`src/rtl/grid_game_engine.sv`:
```
// N x N, K-in-a-row two-party game engine: board, turn order, move check, line walk, win/draw.
// Ack/illegal one cycle after the handshake; CHECK examines one neighbour per cycle; move_ready low outside WAIT_MOVE.
module grid_game_engine #(
    parameter int N  = 3,
    parameter int K  = 3,
    parameter int CW = ($clog2(N) < 1) ? 1 : $clog2(N)
) (
    input  logic                      clock_i,
    input  logic                      reset_i,
    input  logic                      start_i,
    input  logic                      first_player_i,
    input  logic                      move_valid_i,
    output logic                      move_ready_o,
    input  logic                      move_side_i,
    input  logic [CW-1:0]             move_row_i,
    input  logic [CW-1:0]             move_col_i,
    output logic                      move_ack_o,
    output logic                      move_illegal_o,
    input  logic [CW-1:0]             rd_row_i,
    input  logic [CW-1:0]             rd_col_i,
    output logic [1:0]                rd_cell_o,
    output logic                      turn_o,
    output logic                      busy_o,
    output logic                      game_over_o,
    output logic [1:0]                winner_o,
    output logic                      draw_o,
    output logic [$clog2(N*N+1)-1:0]  move_count_o
);

    localparam int CELLS = N * N;
    localparam int MCW   = $clog2(N*N+1);
    localparam int RW    = $clog2(K+1);
    localparam int PW    = CW + 2;
    localparam logic [RW-1:0]  K_RUN    = RW'(K);
    localparam logic [MCW-1:0] FULL_CNT = MCW'(CELLS);

    typedef enum logic [1:0] {S_IDLE, S_WAIT, S_CHECK, S_DONE} state_t;
    typedef logic signed [PW-1:0] pos_t;

    state_t               state_q, state_d;
    logic [2*CELLS-1:0]   board_q, board_d;
    logic                 turn_q, turn_d;
    logic [MCW-1:0]       cnt_q, cnt_d;
    logic                 ack_q, ack_d;
    logic                 ill_q, ill_d;
    logic                 over_q, over_d;
    logic                 draw_q, draw_d;
    logic [1:0]           winner_q, winner_d;
    pos_t                 org_r_q, org_r_d, org_c_q, org_c_d;
    pos_t                 cur_r_q, cur_r_d, cur_c_q, cur_c_d;
    logic [1:0]           dir_q, dir_d;
    logic                 bwd_q, bwd_d;
    logic [RW-1:0]        run_q, run_d;
    logic [1:0]           mover_q, mover_d;

    pos_t                 dr, dc, nxt_r, nxt_c;
    logic [1:0]           nxt_cell, mv_cell, code;
    logic [RW-1:0]        run_inc;
    logic                 move_legal;

    // Off-board coordinates (including negative ones) read as empty.
    function automatic logic [1:0] cell_at(input logic [2*CELLS-1:0] b, input int r, input int c);
        logic [1:0] v;
        v = 2'b00;
        for (int i = 0; i < N; i++) begin
            for (int j = 0; j < N; j++) begin
                if (r == i && c == j) v = b[2*(i*N+j) +: 2];
            end
        end
        return v;
    endfunction

    always_comb begin
        dr = pos_t'(0);
        dc = pos_t'(1);
        case (dir_q)
            2'd0:    begin dr = pos_t'(0); dc = pos_t'(1);  end
            2'd1:    begin dr = pos_t'(1); dc = pos_t'(0);  end
            2'd2:    begin dr = pos_t'(1); dc = pos_t'(1);  end
            default: begin dr = pos_t'(1); dc = pos_t'(-1); end
        endcase
        if (bwd_q) begin
            dr = -dr;
            dc = -dc;
        end
        nxt_r      = cur_r_q + dr;
        nxt_c      = cur_c_q + dc;
        nxt_cell   = cell_at(board_q, int'(nxt_r), int'(nxt_c));
        mv_cell    = cell_at(board_q, int'(move_row_i), int'(move_col_i));
        code       = {turn_q, ~turn_q};
        run_inc    = run_q + 1'b1;
        move_legal = (move_side_i == turn_q) && (int'(move_row_i) < N) &&
                     (int'(move_col_i) < N) && (mv_cell == 2'b00);
    end

    always_comb begin
        state_d  = state_q;
        board_d  = board_q;
        turn_d   = turn_q;
        cnt_d    = cnt_q;
        ack_d    = 1'b0;
        ill_d    = 1'b0;
        over_d   = over_q;
        draw_d   = draw_q;
        winner_d = winner_q;
        org_r_d  = org_r_q;
        org_c_d  = org_c_q;
        cur_r_d  = cur_r_q;
        cur_c_d  = cur_c_q;
        dir_d    = dir_q;
        bwd_d    = bwd_q;
        run_d    = run_q;
        mover_d  = mover_q;
        if (start_i) begin
            board_d  = '0;
            cnt_d    = '0;
            over_d   = 1'b0;
            draw_d   = 1'b0;
            winner_d = 2'b00;
            turn_d   = first_player_i;
            state_d  = S_WAIT;
        end else begin
            case (state_q)
                S_WAIT: begin
                    if (move_valid_i) begin
                        if (!move_legal) begin
                            ill_d = 1'b1;
                        end else begin
                            for (int i = 0; i < N; i++) begin
                                for (int j = 0; j < N; j++) begin
                                    if (int'(move_row_i) == i && int'(move_col_i) == j)
                                        board_d[2*(i*N+j) +: 2] = code;
                                end
                            end
                            mover_d = code;
                            org_r_d = pos_t'({2'b00, move_row_i});
                            org_c_d = pos_t'({2'b00, move_col_i});
                            cur_r_d = pos_t'({2'b00, move_row_i});
                            cur_c_d = pos_t'({2'b00, move_col_i});
                            dir_d   = 2'd0;
                            bwd_d   = 1'b0;
                            run_d   = RW'(1);
                            cnt_d   = cnt_q + 1'b1;
                            ack_d   = 1'b1;
                            state_d = S_CHECK;
                        end
                    end
                end
                S_CHECK: begin
                    if (nxt_cell == mover_q) begin
                        if (run_inc == K_RUN) begin
                            state_d  = S_DONE;
                            over_d   = 1'b1;
                            winner_d = mover_q;
                            draw_d   = 1'b0;
                        end else begin
                            run_d   = run_inc;
                            cur_r_d = nxt_r;
                            cur_c_d = nxt_c;
                        end
                    end else if (!bwd_q) begin
                        // Backward half keeps the forward run count.
                        bwd_d   = 1'b1;
                        cur_r_d = org_r_q;
                        cur_c_d = org_c_q;
                    end else if (dir_q != 2'd3) begin
                        dir_d   = dir_q + 2'd1;
                        bwd_d   = 1'b0;
                        run_d   = RW'(1);
                        cur_r_d = org_r_q;
                        cur_c_d = org_c_q;
                    end else if (cnt_q == FULL_CNT) begin
                        state_d  = S_DONE;
                        over_d   = 1'b1;
                        draw_d   = 1'b1;
                        winner_d = 2'b00;
                    end else begin
                        turn_d  = ~turn_q;
                        state_d = S_WAIT;
                    end
                end
                default: ;
            endcase
        end
    end

    always_ff @(posedge clock_i) begin
        if (!reset_i) begin
            state_q  <= S_IDLE;
            board_q  <= '0;
            turn_q   <= 1'b0;
            cnt_q    <= '0;
            ack_q    <= 1'b0;
            ill_q    <= 1'b0;
            over_q   <= 1'b0;
            draw_q   <= 1'b0;
            winner_q <= 2'b00;
            org_r_q  <= '0;
            org_c_q  <= '0;
            cur_r_q  <= '0;
            cur_c_q  <= '0;
            dir_q    <= 2'd0;
            bwd_q    <= 1'b0;
            run_q    <= '0;
            mover_q  <= 2'b00;
        end else begin
            state_q  <= state_d;
            board_q  <= board_d;
            turn_q   <= turn_d;
            cnt_q    <= cnt_d;
            ack_q    <= ack_d;
            ill_q    <= ill_d;
            over_q   <= over_d;
            draw_q   <= draw_d;
            winner_q <= winner_d;
            org_r_q  <= org_r_d;
            org_c_q  <= org_c_d;
            cur_r_q  <= cur_r_d;
            cur_c_q  <= cur_c_d;
            dir_q    <= dir_d;
            bwd_q    <= bwd_d;
            run_q    <= run_d;
            mover_q  <= mover_d;
        end
    end

    assign move_ready_o   = (state_q == S_WAIT);
    assign busy_o         = (state_q == S_CHECK);
    assign move_ack_o     = ack_q;
    assign move_illegal_o = ill_q;
    assign turn_o         = turn_q;
    assign game_over_o    = over_q;
    assign winner_o       = winner_q;
    assign draw_o         = draw_q;
    assign move_count_o   = cnt_q;
    assign rd_cell_o      = cell_at(board_q, int'(rd_row_i), int'(rd_col_i));

endmodule

```
`config.mk`:
```
export PLATFORM = sky130hd
export DESIGN_NAME = grid_game_engine
export DESIGN_NICKNAME = d
export VERILOG_FILES = /design/src/rtl/grid_game_engine.sv
export SDC_FILE = /design/constraint.sdc
export NUM_CORES = 1
export LEC_CHECK = 0
export ABC_AREA = 1
export CAP_MARGIN = 20
export CORE_MARGIN = 3
export CORE_UTILIZATION = 40
export CTS_CLUSTER_SIZE = 14
export DETAILED_ROUTE_END_ITERATION = 8
export DONT_BUFFER_PORTS = 1
export PLACE_DENSITY = 0.54
export SETUP_SLACK_MARGIN = 0.4
export SLEW_MARGIN = 30
export SYNTH_ARGS = -nofsm -noshare
export SYNTH_HDL_FRONTEND = slang
export SYNTH_SLANG_ARGS = --single-unit
```
`constraint.sdc`:
```
create_clock -name clock_i -period 3.35 [get_ports clock_i]
set_input_delay 0.1675 -clock clock_i [delete_from_list [all_inputs] [get_ports clock_i]]
set_output_delay 0.1675 -clock clock_i [all_outputs]
set_load 0.01 [all_outputs]
```
# [Word-level counts from Yosys, hierarchy flattened]
# Index checks and enable logic that the tools add are counted.
[word_totals] out_inout_bits=15 inputBits=14 wordCells=241 register_bits=50
[op_classes] addsub=7 n_reduce_logical=66 order_cmp=2 n_eq_ne=42 n_bitwise=5 n_mux=93
[ops] operator="2-bit two-way mux" n=50
[ops] operator="32-bit logical NOT" n=2
[ops] operator="4-bit two-way mux" n=14
[ops] operator="4-bit AND reduction" n=10
[ops] operator="1-bit logical AND" n=30
[ops] operator="4-bit case mux with 2 select lines" n=3
[ops] operator="2-bit == test, second input constant" n=11
[ops] operator="1-bit two-way mux" n=22
[ops] operator="6-bit AND reduction" n=3
[ops] operator="5-bit AND reduction" n=3
[ops] operator="2-bit inequality test, second input constant" n=7
[ops] operator="7-bit AND reduction" n=2
[ops] operator="2-bit logical NOT" n=6
[ops] operator="2-bit case mux with 2 select lines" n=3
[ops] operator="2-bit nonzero test" n=5
[ops] operator="3-bit inequality test, second input constant" n=3
[ops] operator="4-bit adder" n=2
[ops] operator="4-bit by 2-bit == test with 1-bit output, second input constant" n=2
[ops] operator="4-bit by 3-bit == test with 1-bit output, second input constant" n=2
[ops] operator="2-bit by 1-bit inequality test with 1-bit output, second input constant" n=4
[ops] operator="4-bit by 2-bit inequality test with 1-bit output, second input constant" n=2
[ops] operator="4-bit negation" n=2
[ops] operator="3-bit by 1-bit inequality test with 1-bit output, second input constant" n=2
[ops] operator="3-bit by 2-bit inequality test with 1-bit output, second input constant" n=2
[ops] operator="other kinds (15)" n=23

# [Logic depth before layout (Yosys ltp)]
# Gate-level depths: netlist of run 1.
[depth] ltp_word=21 ltp_mapped=31 ltp_nobuf=30

# [Least setup slack after synthesis of run 1]
# OpenSTA, ideal clock, no wires.
[synth_path] path_type="flip-flop to flip-flop" startpoint="register dir_q[0]" endpoint="register cur_r_q[0]" required_ps=3236 path_slack_ps=68 setup_time_ps=114 path_stages_with_launch=28 arrival_ps=3168 path_cell_list="dfxtp_1 -> ha_1 -> inv_1 -> ha_1 -> a21oi_1 -> ha_1 -> nand3_1 -> nand2_1 -> nand3b_1 -> nand2_2 -> nand3_1 -> nor3_1 -> nor2_1 -> nand2_1 -> nand2_1 -> nand3_1 -> nand2_1 -> nand2_2 -> nand2_1 -> nand2_2 -> nand2_4 -> nor2_8 -> nand3_4 -> nand3_4 -> buf_6 -> nand2_1 -> nand2_1 -> nor2_2"
[synth_between] elab_chain_cells=20 word_cells_on_any_way=44 cone_classes="add/sub: 4; eq/ne: 10; mux: 16; reduce/logical: 14"
[synth_lines] element="start: declaration" line="51" text="logic [1:0] dir_q, dir_d;"
[synth_lines] element="start signal: assignment" line="220" text="dir_q <= dir_d;"
[synth_lines] element="2-bit == test / 2-bit logical NOT (equally long branches)" line="76" text="case (dir_q)"
[synth_lines] element="2-bit OR reduction (no source line)"
[synth_lines] element="4-bit case mux with 2 select lines" line="76"
[synth_lines] element="4-bit negation" line="84" text="dc = -dc;"
[synth_lines] element="4-bit two-way mux" line="82" text="if (bwd_q) begin"
[synth_lines] element="4-bit adder" line="87" text="nxt_c = cur_c_q + dc;"
[synth_lines] element="32-bit logical NOT" line="67" text="if (r == i && c == j) v = b[2*(i*N+j) +: 2];"
[synth_lines] element="1-bit logical AND" line="67"
[synth_lines] element="2-bit two-way mux (9 in a row)" line="67"
[synth_lines] element="2-bit == test" line="150" text="if (nxt_cell == mover_q) begin"
[synth_lines] element="4-bit by 2-bit inequality test with 1-bit output (no source line) (tied with other cells)"
[synth_lines] element="6-bit AND reduction (no source line) / 4-bit case mux with 2 select lines (equally long branches)"
[synth_lines] element="end signal: assignment" line="218" text="cur_r_q <= cur_r_d;"
[synth_lines] element="end: declaration" line="50" text="pos_t cur_r_q, cur_r_d, cur_c_q, cur_c_d;"
# Several ways; a longest one is shown, not always the timed one. The select of a mux whose other input is x is not followed.
# A chain may end at the register's enable or synchronous reset.

# [Worst setup path in the final report of run 1]
[layout_path] startpoint="register dir_q[1]" endpoint="register cur_r_q[3]"
# The elaborated chain is that of the path after synthesis.

==> results of run 1 <==
==> synthesized netlist by cell type (2+ instances only) <==
| cell | n | share of area |
|---|---|---|
| nor2_1 | 105 | 0.12 |
| nand2_1 | 103 | 0.12 |
| inv_1 | 78 | 0.088 |
| dfxtp_1 | 50 | 0.30 |
| nand3_1 | 33 | 0.049 |
| a21oi_1 | 24 | 0.036 |
| o21ai_0 | 15 | 0.022 |
| ha_1 | 13 | 0.049 |
| nand4_1 | 11 | 0.021 |
| nand2_2 | 9 | 0.017 |
| a211oi_1 | 8 | 0.018 |
| nor2_2 | 8 | 0.015 |
| clkbuf_1 | 7 | 0.0079 |
| nand3_2 | 6 | 0.018 |
| nor3_1 | 6 | 0.0090 |
| nand3_4 | 4 | 0.021 |
| buf_6 | 3 | 0.010 |
| nand2_4 | 3 | 0.010 |
| o211ai_1 | 3 | 0.0067 |
| xor2_1 | 3 | 0.0079 |
| a21oi_2 | 2 | 0.0052 |
| nand3b_1 | 2 | 0.0045 |
| o21ai_1 | 2 | 0.0030 |
| o22ai_1 | 2 | 0.0037 |
==> cell type report <==
| type | count | area [sq um] |
|---|---|---|
| multi-input combinational | 374 | 2201 |
| sequential | 50 | 1008 |
| clock buffer | 5 | 68.82 |
| clock inverter | 3 | 28.78 |
| timing repair buffer | 40 | 314.1 |
| tap | 102 | 127.6 |
| fill | 808 | 3869 |
| inverter | 81 | 310.3 |
==> layer usage <==
layer  routed length [um]  global-route usage
met1                 4308              0.2608
met3                  528             0.03877
met5                    0                   0
met4                  108             0.04047
met2                 4174              0.3010
==> power groups by stage <==
stage / clock [mW] / sequential (mW) / combinational (mW)
floorplan: 0 / 0.621 / 0.0963
finish: 0.388 / 0.610 / 0.144
detailed placement: 0 / 0.624 / 0.125
global placement: 0 / 0.623 / 0.124
global route: 0.425 / 0.611 / 0.161
CTS: 0.401 / 0.609 / 0.136
==> state kept, by name, indices dropped and copies added, names as in the netlist <==
| name | cells |
|---|---|
| move_illegal_o | 1 |
| cur_c_q | 4 |
| draw_o | 1 |
| board_q | 18 |
| dir_q | 2 |
| move_count_o | 4 |
| cur_r_q | 4 |
| run_q | 2 |
| org_r_q | 2 |
| bwd_q | 1 |
| turn_o | 1 |
| org_c_q | 2 |
| move_ack_o | 1 |
| winner_o | 2 |
| mover_q | 2 |
| game_over_o | 1 |
| state_q | 2 |
==> what timing repair did <==
| item | 4_1_cts | 5_1_grt |
|---|---|---|
| cloned | 0 | 1 |
| pin swaps | 24 | 31 |
| endpoints found under the setup margin | 20 | 20 |
| hold buffers | 1 | 0 |
| setup buffers | 7 | 4 |
| resized for setup | 17 | 26 |
| hold endpoints to repair | 10 | 0 |
==> stage by stage <==
stage	TNS, ns	cells	total power, mW	hold slack (ns)	setup slack, ns
after floorplan	0	514	0.7177	0.3281	0.1430
after global placement	-0.03092	634	0.7472	0.2728	-0.02033
after detailed placement	-1.046	634	0.7489	0.2764	-0.1031
after CTS	-0.005202	650	1.147	0.03515	-0.004139
after global routing	-5.785	655	1.198	0.05038	-0.3559
final	-0.4921	655	1.142	0.04014	-0.08280
==> cell families after synthesis <==
logic type | Yosys count | share of synthesized area
AND/OR/NAND/NOR | 293 | 0.4106
buffers and inverters | 91 | 0.1093
AO/OA/AOI/OAI | 62 | 0.1100
flip-flops | 50 | 0.2994
adder cells (fa/ha/maj) | 14 | 0.05464
XOR/XNOR | 4 | 0.01610
==> path summary, 6_finish.rpt <==
check	start	end	slack (ns)	cells after the start
worst max-delay path	dir_q[1]	cur_r_q[3]	-0.08	28
worst min-delay path	first_player_i	turn_o	0.04	2
worst max register to register	dir_q[1]	cur_r_q[3]	-0.08	28
worst min register to register	run_q[0]	run_q[0]	0.50	2
==> results.md, run 1 <==
* Worst EP required at 3.54 ns
* Layout cells sized above 1 at 0.2297
* Slew Limit Headroom at 0.4938
* Tot GR Track Use at 0.1879
* Number of global-route vias before repair at between 3,000 and 4,000
* Setup Skew at 0.01395 ns
* Initial antenna violation count at 0
* CP arrival at around 3.6 ns
* Synth Instances at 514
* Antenna cells at 0
* Power per cell area at between 200 and 300 nW/um^2
* Clock buffer depth at 2
* Flops & latches, synth at 50
* H-tree Lvls at 2
* Peak Freq at between 200 and 300 MHz
* CTS tree: built
* Die width at 97.42 um
* Crit Path Max Fanout at 6
* Pleak at 1.709 nW
* CTS root buffer: clkbuf_8
* Most frequent cells in the layout: 96 x nor2_1, 95 x nand2_1, 73 x inv_1, 48 x dfxtp_1, 36 x buf_4
* Critical path type: flop to flop
* Final setup margin at -0.08280 ns
* Buffers on Ports at 0
* Cell variety after synth at 38
* Slowest stage cell, crit path: dfxtp_4
* Violated checks: setup timing
* Area growth syn-to-layout at 21.41%
* Max Slew Vio Count at 0
* Row count at 32
* Placer Congestion at roughly 0.98
* Crit path buf inv count at 5
* Die Footprint at roughly 9500 sq um
* Core Box Area at 7928 sq um
* Worst-Margin Slew at 0.7585 ns
* Antenna Nets Post-Route at 0
* Starting Density at 0.4217
* 1st-pass router iterations at 5
* Final setup fails at 12
* CTS Buf Count at 5
* Mean post-synth cell area at 6.504 sq um
* Avg WL per Cell at between 10 and 15 um
* Syn nets at between 500 and 600
* Final instance area at 4059 sq um
* CP delay by family, top: simple AND/OR/NAND/NOR gates
* Status: complete, but fails checks
* DR iter-0 viols at about 170
* Via count at approximately 3,300
* Unrepaired setup endpoints after global routing: yes
* Final period utilization at 1.025
* Clk_lat worst skew at 0.31 ns
* Max VDD drop at 0.0001564 V
* Via/cell ratio at roughly 5.1
* Util after Layout at 0.5120
* Critical Path Max Stage Delay at 0.39 ns
* Global route overflow at 0
* Sw frac at 0.2917
* Max cap viols at 0
* Crit path time final at approximately 3.4 ns
* Commonest non-fill, non-tap cell in the layout: nor2_1
* Wire length of the first global-routing pass at 14,700 um
* Ys flop type: dfxtp_1
* Seq pwr share at 0.534
* Drc violations at 0
* Largest net degree at the start of global routing at 22
* Sw power at 0.3331 mW
* Internal power at 0.8087 mW
* Crit end category: flop
* Synthesized cell area at 3343 sq um
* Clock Sinks at 50
* Logic pwr share at 0.127
* Final WL at 9119 um
* Register area share after synthesis at 0.2994
* I/O pin count at 29
* Chip height at 97.42 um
* EDFF count, synth at 0
* Synthesis Warnings at 0
* Crit-path most repeated cell: nand2_1
* Hold Vio Cnt, Final at 0
* Clock share of power at 0.340
* Hold Path Class: input pin to flop
* CTS clk-pin slew, worst paths at 0.11 ns
* Async set-reset flop share out of synthesis at 0
* DP Wirelength at 7025 um
* CP Launch Type: flop
* Layout net count at between 500 and 600
* Dpl cell area at approximately 3700 sq um
(Power assumes the default switching activity.)
==> run 2, diff against run 1 <==
--- a/config.mk
+++ b/config.mk
@@ -6,13 +6,13 @@
 export NUM_CORES = 1
 export LEC_CHECK = 0
 export ABC_AREA = 1
+export BUFFER_PORTS_ARGS = -buffer_cell sky130_fd_sc_hd__buf_2
 export CAP_MARGIN = 20
 export CORE_MARGIN = 3
 export CORE_UTILIZATION = 40
 export CTS_CLUSTER_SIZE = 14
 export DETAILED_ROUTE_END_ITERATION = 8
-export DONT_BUFFER_PORTS = 1
-export PLACE_DENSITY = 0.54
+export PLACE_DENSITY = 0.57
 export SETUP_SLACK_MARGIN = 0.4
 export SLEW_MARGIN = 30
 export SYNTH_ARGS = -nofsm -noshare
==> results.md, run 2 (same netlist as run 1, synthesis figures left out) <==
* Status: complete, but fails checks
* Violated checks: setup timing
* Slew Limit Headroom at 0.5453
* Core Box Area at between 7000 and 8000 sq um
* Commonest non-fill, non-tap cell in the layout: nor2_1
* Antenna Nets Post-Route at 0
* Placer Congestion at 0.8664
* Pwr Total at 1.169 mW
* Max cap viols at 0
* Unrepaired setup endpoints after global routing: yes
* Seq pwr share at 0.521
* Die Footprint at roughly 9500 sq um
* Initial antenna violation count at 0
* Final instance area at 4198 sq um
* Placed insts at 661
* CTS root buffer: clkbuf_8
* Fill cell total of the finished layout at about 800
* Most frequent cells in the layout: 97 x nor2_1, 94 x nand2_1, 74 x inv_1, 48 x dfxtp_1, 38 x buf_4
* Drc violations at 0
* Setup Skew at between 0.003 and 0.004 ns
* DR iter-0 viols at ~200
* Antenna cells at 0
* Layout net count at 609
* CP arrival at roughly 3.7 ns
* Crit-path most repeated cell: nand2_1
* Crit end category: flop
* Dpl cell area at 3812 sq um
* Largest Register: board_q
* CTS clk-pin slew, worst paths at 0.11 ns
* Pleak at 1.850 nW
* Sw frac at 0.3032
* Area growth syn-to-layout at 25.56%
* Max Slew Vio Count at 0
* Critical Path Max Stage Delay at between 0.3 and 0.4 ns
* Via count at 3,439
* Clock buffer depth at 2
* R2R setup slack at -0.11 ns
* Peak Freq at 289.2 MHz
* Wire length of the first global-routing pass at 15,270 um
* Starting Density at 0.4217
* Worst-Margin Slew at 0.6813 ns
* Via/cell ratio at 5.028
* 1st-pass router iterations at 5
* Final setup margin at -0.1079 ns
* Reg area at 1008 sq um
* DP Wirelength at a little under 7000 um
* Clock share of power at 0.345
* Slowest stage cell, crit path: dfxtp_4
* Max VDD drop at 0.0001500 V
* Chip height at approximately 97 um
* Number of flip-flops under the largest register name at 18
* Tot GR Track Use at 0.1939
* I/O pin count at 29
* Crit path time final at 3.458 ns
* Fin cells at a little under 700
* H-tree Lvls at 2
* Crit Path Max Fanout at 6
* Layout cells sized above 1 at 0.2646
* Row count at 32
* Hold Vio Cnt, Final at 0
* Global route overflow at 0
* Clk_lat worst skew at 0.32 ns
* CTS Buf Count at 5
* Final setup fails at 17
* Buffers on Ports at 28
* Number of global-route vias before repair at 3,179
* Multi-input logic area at 2192 sq um
* CP Launch Type: flop
* CTS Hold Bufs at 0
* Final WL at 9112 um
* Setup TNS at -0.8467 ns
* Final period utilization at 1.032
* Worst EP required at 3.61 ns
* Critical path type: flop to flop
* Largest net degree at the start of global routing at 22
* Power per cell area at between 200 and 300 nW/um^2
* Internal power at 0.8145 mW
* Clock Sinks at 50
* Util after Layout at 0.5295
* Logic pwr share at 0.134
* Sw power at about 0.35 mW
* Avg WL per Cell at 13.32 um
* CTS tree: built
* Die width at slightly below 100 um
* Hold Path Class: input pin to flop
-- run 2: path summary, 6_finish.rpt --
kind / from / to / cells after the start
max: dir_q[1] / cur_r_q[3] / 29
min: first_player_i / turn_o / 3
max reg2reg: dir_q[1] / cur_r_q[3] / 29
min reg2reg: winner_o[1] / winner_o[1] / 2
-- run 2: metrics by stage --
stage | hold slack [ns] | worst slack [ns]
2_1_floorplan | 0.3281 | 0.1430
5_1_grt | 0.1442 | -0.4018
3_3_place_gp | 0.4442 | -0.05151
6_report | 0.1076 | -0.1079
4_1_cts | 0.1029 | -0.09780
3_5_place_dp | 0.4504 | -0.1660
-- run 2: cell type report --
| class | instances | share of cell area |
|---|---|---|
| clock inverter | 3 | 0.006855 |
| inverter | 81 | 0.07452 |
| clock buffer | 5 | 0.01639 |
| multi-input combinational | 374 | 0.5222 |
| sequential | 50 | 0.2402 |
| tap | 102 | 0.03040 |
| timing repair buffer | 69 | 0.1094 |
-- run 2: routing by layer --
layer	track usage	share of wire	routed length, um
met1	0.2718	0.48	4411
met3	0.02656	0.044	400
met2	0.3142	0.46	4159
met4	0.04792	0.015	140
met5	0	0	0
-- run 2: worst max-delay path, delay by kind of cell (launching register included) --
| kind | cells | cell delay (ns) |
|---|---|---|
| fa+ha+maj | 2 | 0.39 |
| buf+inv | 6 | 0.56 |
| xor+xnor | 1 | 0.25 |
| compound gates | 1 | 0.07 |
| flops | 1 | 0.38 |
| simple gates | 19 | 1.74 |
-- run 2: timing repair --
action | in CTS | in global routing
gates resized for setup | 15 | 27
setup endpoints to repair | 20 | 20
pin swaps | 19 | 17
endpoints found under the hold margin | 0 | 0
setup buffers | 9 | 5
cloned | 1 | 0
-- run 2: power by group through the flow --
| stage | clock network (mW) | logic, mW | registers (mW) |
|---|---|---|---|
| 6_report | 0.403 | 0.157 | 0.609 |
| 5_1_grt | 0.437 | 0.176 | 0.611 |
| 4_1_cts | 0.417 | 0.151 | 0.609 |
| 3_5_place_dp | 0 | 0.144 | 0.623 |
| 3_3_place_gp | 0 | 0.142 | 0.623 |
| 2_1_floorplan | 0 | 0.0963 | 0.621 |
==> run 3, diff against run 2 <==
--- a/config.mk
+++ b/config.mk
@@ -8,11 +8,13 @@
 export ABC_AREA = 1
 export BUFFER_PORTS_ARGS = -buffer_cell sky130_fd_sc_hd__buf_2
 export CAP_MARGIN = 20
+export CELL_PAD_IN_SITES_DETAIL_PLACEMENT = 1
+export CELL_PAD_IN_SITES_GLOBAL_PLACEMENT = 2
 export CORE_MARGIN = 3
-export CORE_UTILIZATION = 40
+export CORE_UTILIZATION = 30
 export CTS_CLUSTER_SIZE = 14
 export DETAILED_ROUTE_END_ITERATION = 8
-export PLACE_DENSITY = 0.57
+export PLACE_DENSITY = 0.75
 export SETUP_SLACK_MARGIN = 0.4
 export SLEW_MARGIN = 30
 export SYNTH_ARGS = -nofsm -noshare
==> results.md, run 3 (same netlist as run 1, synthesis figures left out) <==
* Largest net degree at the start of global routing at 22
* Pwr Total at ~1.2 mW
* Pleak at 1.937 nW
* Layout cells sized above 1 at 0.2965
* Peak Freq at around 280 MHz
* CP delay by family, top: simple AND/OR/NAND/NOR gates
* Clk_lat worst skew at ~0.32 ns
* Critical Path Max Stage Delay at 0.40 ns
* Most frequent cells in the layout: 100 x nor2_1, 90 x nand2_1, 72 x inv_1, 48 x dfxtp_1, 47 x buf_4
* Starting Density at 0.3154
* Initial antenna violation count at 0
* Core Box Area at about 11,000 sq um
* Wire length of the first global-routing pass at 17,960 um
* H-tree Lvls at 2
* Antenna cells at 0
* Placer Congestion at 0.8247
* Chip height at around 110 um
* Setup Skew at 0.007602 ns
* Antenna Nets Post-Route at 0
* Drc violations at 0
* CTS clk-pin slew, worst paths at 0.11 ns
* Clock Sinks at 50
* Die Footprint at approximately 12,000 sq um
* Worst EP required at between 3 and 4 ns
* Buffers on Ports at 28
* Worst-Margin Slew at ~0.77 ns
* Crit-path most repeated cell: nand2_1
* Tot GR Track Use at 0.1774
* Layout net count at 624
* Area growth syn-to-layout at 32.56%
* CTS root buffer: clkbuf_8
* Slew Limit Headroom at 0.4843
* Final period utilization at 1.053
* Crit end category: flop
* Final setup margin at -0.1773 ns
* I/O pin count at 29
* Final WL at around 11,000 um
* Final setup fails at 20
* Hold Vio Cnt, Final at 0
* Global route overflow at 0
* Max VDD drop at 0.0001597 V
* Slowest stage cell, crit path: dfxtp_4
* Max cap viols at 0
* CTS Buf Count at 5
* Via/cell ratio at 4.805
* Via count at 3,522
* 1st-pass router iterations at 4
* Largest Register: board_q
* Die width at 111.6 um
* CP arrival at 3.74 ns
* Crit path buf inv count at 7
* DP Wirelength at 8536 um
* DR iter-0 viols at 158
* Crit path time final at 3.527 ns
* Unrepaired setup endpoints after global routing: yes
* Number of flip-flops under the largest register name at 18
* Commonest non-fill, non-tap cell in the layout: nor2_1
* Number of global-route vias before repair at 3,607
* Avg WL per Cell at 15.24 um
* Violated checks: setup timing
* Row count at 37
* Hold Path Class: input pin to flop
* CP Launch Type: flop
* Post-place setup slack at -0.2450 ns
* Crit Path Max Fanout at 5
* Critical path type: flop to flop
* Clock buffer depth at 2
* Status: complete, but fails checks
* CTS tree: built
* Max Slew Vio Count at 0
* Power per cell area at 266.4 nW/um^2
## run 3: cell count changes in the layout (fill, tap and decap cells not counted), sizes merged
cell | before | now
clkinvlp | 0 | 1
buf | 69 | 84
inv | 81 | 80
## run 3: area by class of cell
| type | instances | area [sq um] |
|---|---|---|
| sequential | 50 | 1008 |
| fill | 1369 | 6170 |
| clock buffer | 5 | 68.82 |
| tap | 136 | 170.2 |
| clock inverter | 3 | 25.02 |
| timing repair buffer | 84 | 594.3 |
| multi-input combinational | 374 | 2252 |
| inverter | 81 | 312.8 |
## run 3: through the flow
| step | setup TNS, ns | instance area (sq um) | hold slack (ns) | std cells | utilization |
|---|---|---|---|---|---|
| 2_1_floorplan | 0 | 3402 | 0.3281 | 514 | - |
| 3_3_place_gp | -0.7579 | 3938 | 0.4465 | 706 | 0.3714 |
| 3_5_place_dp | -3.068 | 3938 | 0.4595 | 706 | 0.3714 |
| 4_1_cts | -1.794 | 4183 | 0.1344 | 722 | 0.3945 |
| 5_1_grt | -7.614 | 4432 | 0.1487 | 733 | 0.4180 |
| 6_report | -2.358 | 4432 | 0.1486 | 733 | 0.4180 |
## run 3: tightest hold or removal path, cell delays in order
cell and delay [ns]:
buf_2 0.09, nand2_1 0.11, nor3_1 0.06
## run 3: repair_timing
| action | 4_1_cts | 5_1_grt |
|---|---|---|
| pin swaps | 20 | 30 |
| gates resized for setup | 22 | 38 |
| hold buffers | 0 | 0 |
| gates cloned | 1 | 0 |
| buffers inserted | 7 | 11 |
| endpoints found under the setup margin | 20 | 20 |
## run 3: routing by layer
metal / share of wire / up-vias / track usage / wire (um)
li1: - / 1796 / - / -
met1: 0.49 / 1674 / 0.2444 / 5483
met2: 0.47 / 40 / 0.2943 / 5231
met3: 0.029 / 12 / 0.02772 / 320
met4: 0.012 / 0 / 0.03812 / 136
met5: 0 / - / 0 / 0
## run 3: worst paths after layout
kind / from / end / slack, ns / cells after the start
max: dir_q[1] / turn_o / -0.18 / 29
min: move_valid_i / move_illegal_o / 0.15 / 3
min reg2reg: winner_o[1] / winner_o[1] / 0.47 / 2
max reg2reg: dir_q[1] / turn_o / -0.18 / 29
## run 3: report_power, final
| group | leakage (nW) | internal, mW | switching [mW] |
|---|---|---|---|
| Combinational | 1.49 | 0.0651 | 0.112 |
| Sequential | 0.405 | 0.601 | 0.00709 |
| Clock | 0.0447 | 0.152 | 0.244 |
| Total | 1.94 | 0.818 | 0.363 |
